**config.mk**
```make
export PLATFORM = sky130hd
export DESIGN_NAME = fifo_wr_splitter
export DESIGN_NICKNAME = d
export VERILOG_FILES = /design/src/rtl/fifo_wr_splitter.sv
export SDC_FILE = /design/constraint.sdc
export NUM_CORES = 1
export LEC_CHECK = 0
export CORE_AREA = 3 3 71 73
export CTS_CLUSTER_DIAMETER = 150
export DETAILED_ROUTE_END_ITERATION = 8
export DIE_AREA = 0 0 74 76
export DONT_BUFFER_PORTS = 1
export GPL_TIMING_DRIVEN = 0
export MAX_ROUTING_LAYER = met4
export PLACE_DENSITY = 0.72
export SYNTH_ARGS = -nofsm -noshare
export SYNTH_HDL_FRONTEND = slang
export SYNTH_SLANG_ARGS = --single-unit
```
**constraint.sdc**
```tcl
create_clock -name wr_clk -period 4.3 [get_ports wr_clk]
set_input_delay 0.215 -clock wr_clk [delete_from_list [all_inputs] [get_ports wr_clk]]
set_output_delay 0.215 -clock wr_clk [all_outputs]
set_load 0.01 [all_outputs]
```
**src/rtl/fifo_wr_splitter.sv**
```systemverilog
// ---------------------------------------------------------------------------
// fifo_wr_splitter
//
// Write-side feeder for the synchronous FIFO. Accepts wide words on a
// valid/ready handshake and emits them as FIFO-width beats, lowest lane
// first, on the FIFO write port. A beat is held stable while the FIFO is
// full, so no beat is ever lost or duplicated.
//
// Ports:
//   wr_clk         write-side clock, all state on the rising edge
//   wr_rstn        asynchronous active-low reset
//   in_valid       upstream word valid
//   in_ready       splitter can take a word this cycle
//   in_data        upstream word, lane k = in_data[k*OUT_WIDTH +: OUT_WIDTH]
//   in_last_lane   index of the last valid lane (0 = one beat)
//   fifo_full      FIFO full flag
//   fifo_wr_valid  beat valid to the FIFO
//   fifo_wr_data   beat data to the FIFO
//   busy           a word is being split
//   beat_cnt       saturating count of beats written into the FIFO
//   clr_cnt        synchronous clear of beat_cnt (wins over an increment)
// ---------------------------------------------------------------------------
module fifo_wr_splitter #(
    parameter int IN_WIDTH  = 32,
    parameter int OUT_WIDTH = 8,
    parameter int RATIO     = 4,
    parameter int LANE_W    = 2,
    parameter int CNT_W     = 16
) (
    input  logic                 wr_clk,
    input  logic                 wr_rstn,
    input  logic                 in_valid,
    output logic                 in_ready,
    input  logic [IN_WIDTH-1:0]  in_data,
    input  logic [LANE_W-1:0]    in_last_lane,
    input  logic                 fifo_full,
    output logic                 fifo_wr_valid,
    output logic [OUT_WIDTH-1:0] fifo_wr_data,
    output logic                 busy,
    output logic [CNT_W-1:0]     beat_cnt,
    input  logic                 clr_cnt
);

    typedef enum logic {
        IDLE = 1'b0,
        SEND = 1'b1
    } state_t;

    state_t                state_q, state_d;
    logic [IN_WIDTH-1:0]   word_q,  word_d;
    logic [LANE_W-1:0]     lane_q,  lane_d;
    logic [LANE_W-1:0]     last_q,  last_d;
    logic [CNT_W-1:0]      cnt_q,   cnt_d;

    logic [OUT_WIDTH-1:0]  lanes [RATIO];
    logic                  beat_write;
    logic                  last_beat;
    logic                  accept;

    // Slice the latched word into lanes so the beat mux indexes by lane.
    for (genvar k = 0; k < RATIO; k++) begin : g_lanes
        assign lanes[k] = word_q[k*OUT_WIDTH +: OUT_WIDTH];
    end

    // Beat write mirrors the FIFO's own write-enable; the final beat of a
    // word frees the splitter in the same cycle so words can chain.
    assign beat_write    = (state_q == SEND) && !fifo_full;
    assign last_beat     = beat_write && (lane_q == last_q);
    assign in_ready      = (state_q == IDLE) || last_beat;
    assign accept        = in_valid && in_ready;

    assign fifo_wr_valid = (state_q == SEND);
    assign fifo_wr_data  = lanes[lane_q];
    assign busy          = (state_q == SEND);
    assign beat_cnt      = cnt_q;

    always_ff @(posedge wr_clk or negedge wr_rstn) begin
        if (!wr_rstn) begin
            state_q <= IDLE;
            word_q  <= '0;
            lane_q  <= '0;
            last_q  <= '0;
            cnt_q   <= '0;
        end else begin
            state_q <= state_d;
            word_q  <= word_d;
            lane_q  <= lane_d;
            last_q  <= last_d;
            cnt_q   <= cnt_d;
        end
    end

    // Next-state logic. A word is loaded whenever it is accepted, whether
    // from IDLE or on the last beat of the previous word.
    always_comb begin
        state_d = state_q;
        word_d  = word_q;
        lane_d  = lane_q;
        last_d  = last_q;

        case (state_q)
            IDLE: begin
                if (accept) begin
                    state_d = SEND;
                end
            end
            SEND: begin
                if (last_beat) begin
                    state_d = in_valid ? SEND : IDLE;
                end else if (beat_write) begin
                    lane_d = lane_q + 1'b1;
                end
            end
            default: state_d = IDLE;
        endcase

        if (accept) begin
            word_d = in_data;
            last_d = in_last_lane;
            lane_d = '0;
        end
    end

    // Beat counter saturates at all-ones; clear takes priority.
    always_comb begin
        cnt_d = cnt_q;
        if (clr_cnt) begin
            cnt_d = '0;
        end else if (beat_write && (cnt_q != {CNT_W{1'b1}})) begin
            cnt_d = cnt_q + 1'b1;
        end
    end

endmodule

```
==> results of run 1 <==
path summary, 6_finish.rpt:
kind | end | cells past startpoint | startpoint
worst max-delay path | beat_cnt[13] | 5 | busy
worst min-delay path | busy | 1 | in_valid
worst max register to register | beat_cnt[13] | 5 | busy
worst min register to register | word_q[19] | 1 | word_q[19]
max in group asynchronous | beat_cnt[3] | 2 | wr_rstn
min in group asynchronous | word_q[1] | 2 | wr_rstn
cell families after synthesis:
group                    count (synthesis)  synth area share
adder cells (fa/ha/maj)                  1           0.00478
AND/OR/NAND/NOR                         61             0.133
flip-flops                              53             0.507
buffers and inverters                   14            0.0244
multiplexers                            52             0.257
AO/OA/AOI/OAI                           25            0.0665
XOR/XNOR                                 2           0.00670
per-layer routing:
metal / part of all wire / global-route usage / wire length [microns] / vias to the layer above
met2: 0.51 / 0.326 / 2710 / 66
met3: 0.067 / 0.0633 / 360 / 8
met5: 0 / - / 0 / -
li1: - / - / - / 782
met1: 0.42 / 0.253 / 2250 / 843
met4: 0.0078 / 0.0417 / 42 / 0
metrics by stage:
step	worst slack (ns)	power (mW)	cell area (sq um)	utilization
final	2.31	1.76	2840	0.643
after detailed placement	2.32	1.44	2680	0.607
after CTS	2.30	1.79	2840	0.643
after floorplan	2.56	1.30	2620	-
after global placement	2.33	1.40	2680	0.607
after global routing	2.17	1.87	2840	0.643
cells in the mapped netlist, types with 2 or more instances:
| library cell | number | share of area |
|---|---|---|
| dfrtp_1 | 53 | 0.51 |
| mux2_1 | 31 | 0.13 |
| nand2_1 | 11 | 0.016 |
| nor2_1 | 11 | 0.016 |
| a21oi_1 | 10 | 0.019 |
| mux2_2 | 10 | 0.043 |
| mux4_2 | 8 | 0.069 |
| nor2b_1 | 8 | 0.019 |
| buf_2 | 6 | 0.011 |
| nand2b_1 | 5 | 0.012 |
| nand3_1 | 5 | 0.0096 |
| clkbuf_1 | 4 | 0.0057 |
| nor4_1 | 4 | 0.0096 |
| inv_1 | 3 | 0.0043 |
| mux2i_1 | 3 | 0.011 |
| nor3_1 | 3 | 0.0057 |
| a211oi_1 | 2 | 0.0057 |
| a311oi_1 | 2 | 0.0067 |
| a31oi_1 | 2 | 0.0048 |
| and4_1 | 2 | 0.0067 |
| o21ai_0 | 2 | 0.0038 |
| o31ai_1 | 2 | 0.0057 |
| or3_1 | 2 | 0.0048 |
| xor2_1 | 2 | 0.0067 |
final cells by class:
cell class                      count  area (sq um)  area share
Sequential cell                    53          1330       0.467
Buffer                             11          52.6      0.0185
Inverter                            3          11.3     0.00397
Timing Repair Buffer                3          47.5      0.0167
Clock inverter                      2          38.8      0.0137
Clock buffer                        6          72.6      0.0256
Tap cell                           52          65.1      0.0229
Multi-Input combinational cell    141          1220       0.431
state kept, by name, indices dropped and copies added (netlist names):
register  flops
word_q       32
beat_cnt     16
lane_q        2
last_q        2
busy          1
power groups by stage:
stage	registers, mW	logic [mW]	clock network, mW
floorplan	0.774	0.529	0
global placement	0.796	0.601	0
detailed placement	0.814	0.625	0
CTS	0.802	0.642	0.340
global route	0.825	0.689	0.358
finish	0.802	0.629	0.332
==> run metrics, run 1 <==
synth-to-layout area growth=8.56%; Worst-path clk slew=approximately 0.09 ns; DR iter-0 viols=~110; WP buf/inv=1; Worst Path Required=approximately 4.5 ns; crit path max fanout=8; Top FF cell, synth=dfrtp_1; clk_skew=around 0.0053 ns; Yosys cell types=41; switching share of power=0.327; ant diodes=0; net switching power=0.576 mW; wirelength, routed=between 5000 and 6000 microns; Clock Power Share=0.188; Inserted Clock Buffers=5; largest delay contributor family on the critical path=simple AND/OR/NAND/NOR gates; worst slew pin tran=0.616 ns; Power Dens Cells=621 mW/mm^2; fin. max-slew vios=0; Port-buffer cells=0; crit path max-delay cell type=dfrtp_1; post-synthesis net count=roughly 250; Final ANT Viol Nets=0; Seq pwr share=0.455; die footprint=0.00562 sq mm; min-delay worst type=input port to flip-flop; most frequent cells in the layout=dfrtp_1 (53), mux2_1 (31), nand2_1 (11), nor2_1 (11); Arr. time, crit path=2.18 ns; leading cell type in the layout, fill and taps excluded=dfrtp_1; Placeable Area=0.00441 sq mm; IO Pins=66; DP HPWL=about 4000 microns; Gates resized, CTS repair=0; min Tclk post-route=approximately 2.0 ns; row cnt=24; CTS tree=yes; clock buffer depth=2; gpl congestion=0.888; DR vias=1699; Max Cap Viol=0; Peak VDD IR=439 uV; combinational fraction of design power=0.357; Skew-Pair Late Insertion Delay=roughly 0.30 ns; Hold-fix buffers, CTS=3; mean post-synth cell area=roughly 13 sq um; WS Path Type=flip-flop to flip-flop; placed cells=260; critical path capture point type=flip-flop; Tcrit/Tclk final=0.463; YS warnings=0; GRT Total Usage=0.204; Synth Register Bits=53; R2R setup slack=2.31 ns; Cells after Synth=208; post-synth design cell area=0.00262 sq mm; Min Hold Slack=0.0184 ns; fillers=approximately 340; via-per-instance ratio=6.27; status=completed; CP cell instances=nand2b_1, or2_0, clkbuf_1, nor4_1, mux2_2; Worst slew margin=0.589; share of async-settable or async-resettable flops after synthesis=1.00; Final Setup Violations=0; Non-Filler Instances=~270; P_leak=1.16 nW; Worst Setup Start Kind=flip-flop; 1st-pass router iterations=4; Peak Freq=around 500 MHz; initial core utilization=0.592; Sink Count=53; clock root cell=clkbuf_8; share of cells above drive strength 1=0.178; Nets=258; Pint=roughly 1.2 mW; vias in the first global route=1803; setup TNS=0 ns; average routed wire per standard cell=between 15 and 20 microns; global-route wire length before repair=around 8600 microns; initial antenna violation count=0; number of flops mapped to enable cells by yosys=0; H-tree depth=2; post-synthesis sequential area ratio=0.507; post-CTS setup buffer count=0; RSZ-0062 raised after global routing=no; pin count of the biggest net entering global routing=54; die height=76 microns; die width=74 microns; final hold violation count=0; grt total ovfl=0; DR DRC count=0; Worst path max stage delay=0.58 ns
Power figures use the tool's default switching activity.
==> run 2: changes to the inputs <==
Settings changed: CORE_AREA 3 3 71 73 to 3 3 73 75, DIE_AREA 0 0 74 76 to 0 0 76 78, PLACE_DENSITY 0.72 to 0.71.
Clock period 4.3 ns to 1.7 ns, I/O delays scaled along.
==> run 2 against run 1 <==
- the flow now finishes with violations (setup timing)
- global-route usage grew 3.9 points
- sequential share of layout area shrank 8.8 points
- cell count grew 23%
- final area grew 25%
- critical path depth is the same
- die area grew 5.4%
- largest power group unchanged
- maximum frequency grew 6.9%
- setup slack lost 2.5 ns
- largest cell class is now multi-input combinational cells
==> run metrics, run 2 (synthesis results as in run 1) <==
setup TNS=-4.25 ns (was 0 ns); die footprint=0.00593 sq mm (was 0.00562 sq mm); Final Setup Violations=35 (was 0); most frequent cells in the layout=dfrtp_1 (37), dlygate4sd3_1 (37), mux2_1 (30) (was dfrtp_1 (53), mux2_1 (31), nand2_1 (11), nor2_1 (11)); Peak Freq=537 MHz (was 502 MHz); largest delay contributor family on the critical path=flip-flops (was simple AND/OR/NAND/NOR gates); 1st-pass router iterations=4 (unchanged); worst slew pin tran=0.514 ns (was 0.616 ns); status=finished with violations (was completed); initial antenna violation count=0 (unchanged); die height=78 microns (was 76 microns); crit path max-delay cell type=dfrtp_1 (unchanged); Sink Count=53 (unchanged); P_leak=1.44 nW (was 1.16 nW); Peak VDD IR=498 uV (was 439 uV); Placeable Area=0.00472 sq mm (was 0.00441 sq mm); pre-CTS setup slack=-0.233 ns (was 2.32 ns); fin. max-slew vios=0 (unchanged); Worst-path clk slew=0.10 ns (was 0.09 ns); WS Path Type=flip-flop to flip-flop (unchanged); ant diodes=0 (unchanged); Finished Core Util=0.752 (was 0.643); via-per-instance ratio=5.85 (was 6.27); DP HPWL=4160 microns (was 4000 microns); wirelength, routed=6830 microns (was 5360 microns); CP cell instances=xor2_2, o31ai_4, nand2_4, buf_8, mux2_1 (was nand2b_1, or2_0, clkbuf_1, nor4_1, mux2_2); Worst Setup Start Kind=flip-flop (unchanged); average routed wire per standard cell=20.5 microns (was 19.8 microns); Worst path max stage delay=0.44 ns (was 0.58 ns); Tot Pwr=4.70 mW (was 1.76 mW); Skew-Pair Late Insertion Delay=0.30 ns (about the same); Arr. time, crit path=2.04 ns (was 2.18 ns); DR DRC count=0 (unchanged); Min Hold Slack=0.0179 ns (was 0.0184 ns); Tcrit/Tclk final=1.09 (was 0.463); Power Dens Cells=1320 mW/mm^2 (was 621 mW/mm^2); placed cells=275 (was 260); violated checks=setup timing; die width=76 microns (was 74 microns); IO Pins=66 (unchanged); min-delay worst type=input port to flip-flop (unchanged); Largest register FFs=32 (unchanged); min Tclk post-route=1.86 ns (was 1.99 ns); placed instance area=0.00271 sq mm (was 0.00268 sq mm); Worst slew margin=0.657 (was 0.589); vias in the first global route=2151 (was 1803); global-route wire length before repair=11000 microns (was 8640 microns); final worst setup slack=-0.161 ns (was 2.31 ns); DR iter-0 viols=91 (was 113); initial core utilization=0.554 (was 0.592); WP buf/inv=1 (unchanged); Biggest register=word_q (unchanged); Max Cap Viol=0 (unchanged); clock root cell=clkbuf_8 (unchanged); RSZ-0062 raised after global routing=yes (was no); synth-to-layout area growth=35.9% (was 8.56%); crit path max fanout=10 (was 8); Port-buffer cells=0 (unchanged); final hold violation count=0 (unchanged); row cnt=25 (was 24); share of cells above drive strength 1=0.363 (was 0.178); GRT Total Usage=0.242 (was 0.204); DR vias=1953 (was 1699); Worst Path Required=1.88 ns (was 4.49 ns); critical path capture point type=flip-flop (unchanged); pin count of the biggest net entering global routing=54 (unchanged); post-route cell area=0.00355 sq mm (was 0.00284 sq mm); Final ANT Viol Nets=0 (unchanged); grt total ovfl=0 (unchanged); Inserted Clock Buffers=5 (unchanged); Non-Filler Instances=334 (was 271); H-tree depth=2 (unchanged); gpl congestion=0.861 (was 0.888); Nets=306 (was 258); clk_skew=0.00984 ns (was 0.00528 ns); clock buffer depth=2 (unchanged); CTS tree=yes (unchanged)
[run 2: cell types whose count changed in the layout (fill, tap and decap cells not counted), moves of 4 or more]
| cell | delta |
|---|---|
| a21oi_1 | -6 |
| buf_2 | -6 |
| buf_4 | +13 |
| buf_6 | +6 |
| dfrtp_1 | -16 |
| dfrtp_2 | +16 |
| dlygate4sd3_1 | +35 |
| mux2_2 | -4 |
| mux2_4 | +5 |
| nand2_1 | -5 |
[run 2: path summary, 6_finish.rpt]
kind                       startpoint            to  slack [ns]  depth (start not counted)
max                         last_q[1]    word_q[15]       -0.16                          5
min                          in_valid     lane_q[0]        0.02                          2
max reg2reg                 last_q[1]    word_q[15]       -0.16                          5
min reg2reg                word_q[19]    word_q[19]        0.49                          1
max in group asynchronous     wr_rstn  beat_cnt[12]        1.16                          2
min in group asynchronous     wr_rstn     word_q[9]        0.28                          2
[run 2: repair_timing]
item | in CTS | in global routing
setup endpoints to repair | 50 | 45
setup buffers | 9 | 5
resized for setup | 36 | 37
pin swaps | 7 | 12
hold buffers | 38 | 0
endpoints found under the hold margin | 89 | 0
cloned | 0 | 0
[run 2: cell type report]
type                            instances  area [sq um]
Clock inverter                          2          15.0
Sequential cell                        53          1350
Timing Repair Buffer                   52           514
Fill cell                             298          1170
Multi-Input combinational cell        141          1430
Buffer                                 10          83.8
Clock buffer                            6          72.6
Inverter                                3          11.3
Tap cell                               67          83.8
[run 2: per-layer routing]
metal,up-vias,wire length (microns),global-route usage
met1,990,2540,0.267
met4,0,150,0.0851
li1,873,-,-
met3,15,461,0.0568
met2,75,3680,0.432
met5,-,0,-
[run 2: where the power goes]
part           internal (mW)  leakage [nW]  total, mW  switching [mW]
registers               1.74         0.634       2.07           0.332
logic                   1.05         0.769       1.93           0.879
clock network          0.291        0.0374      0.702           0.411
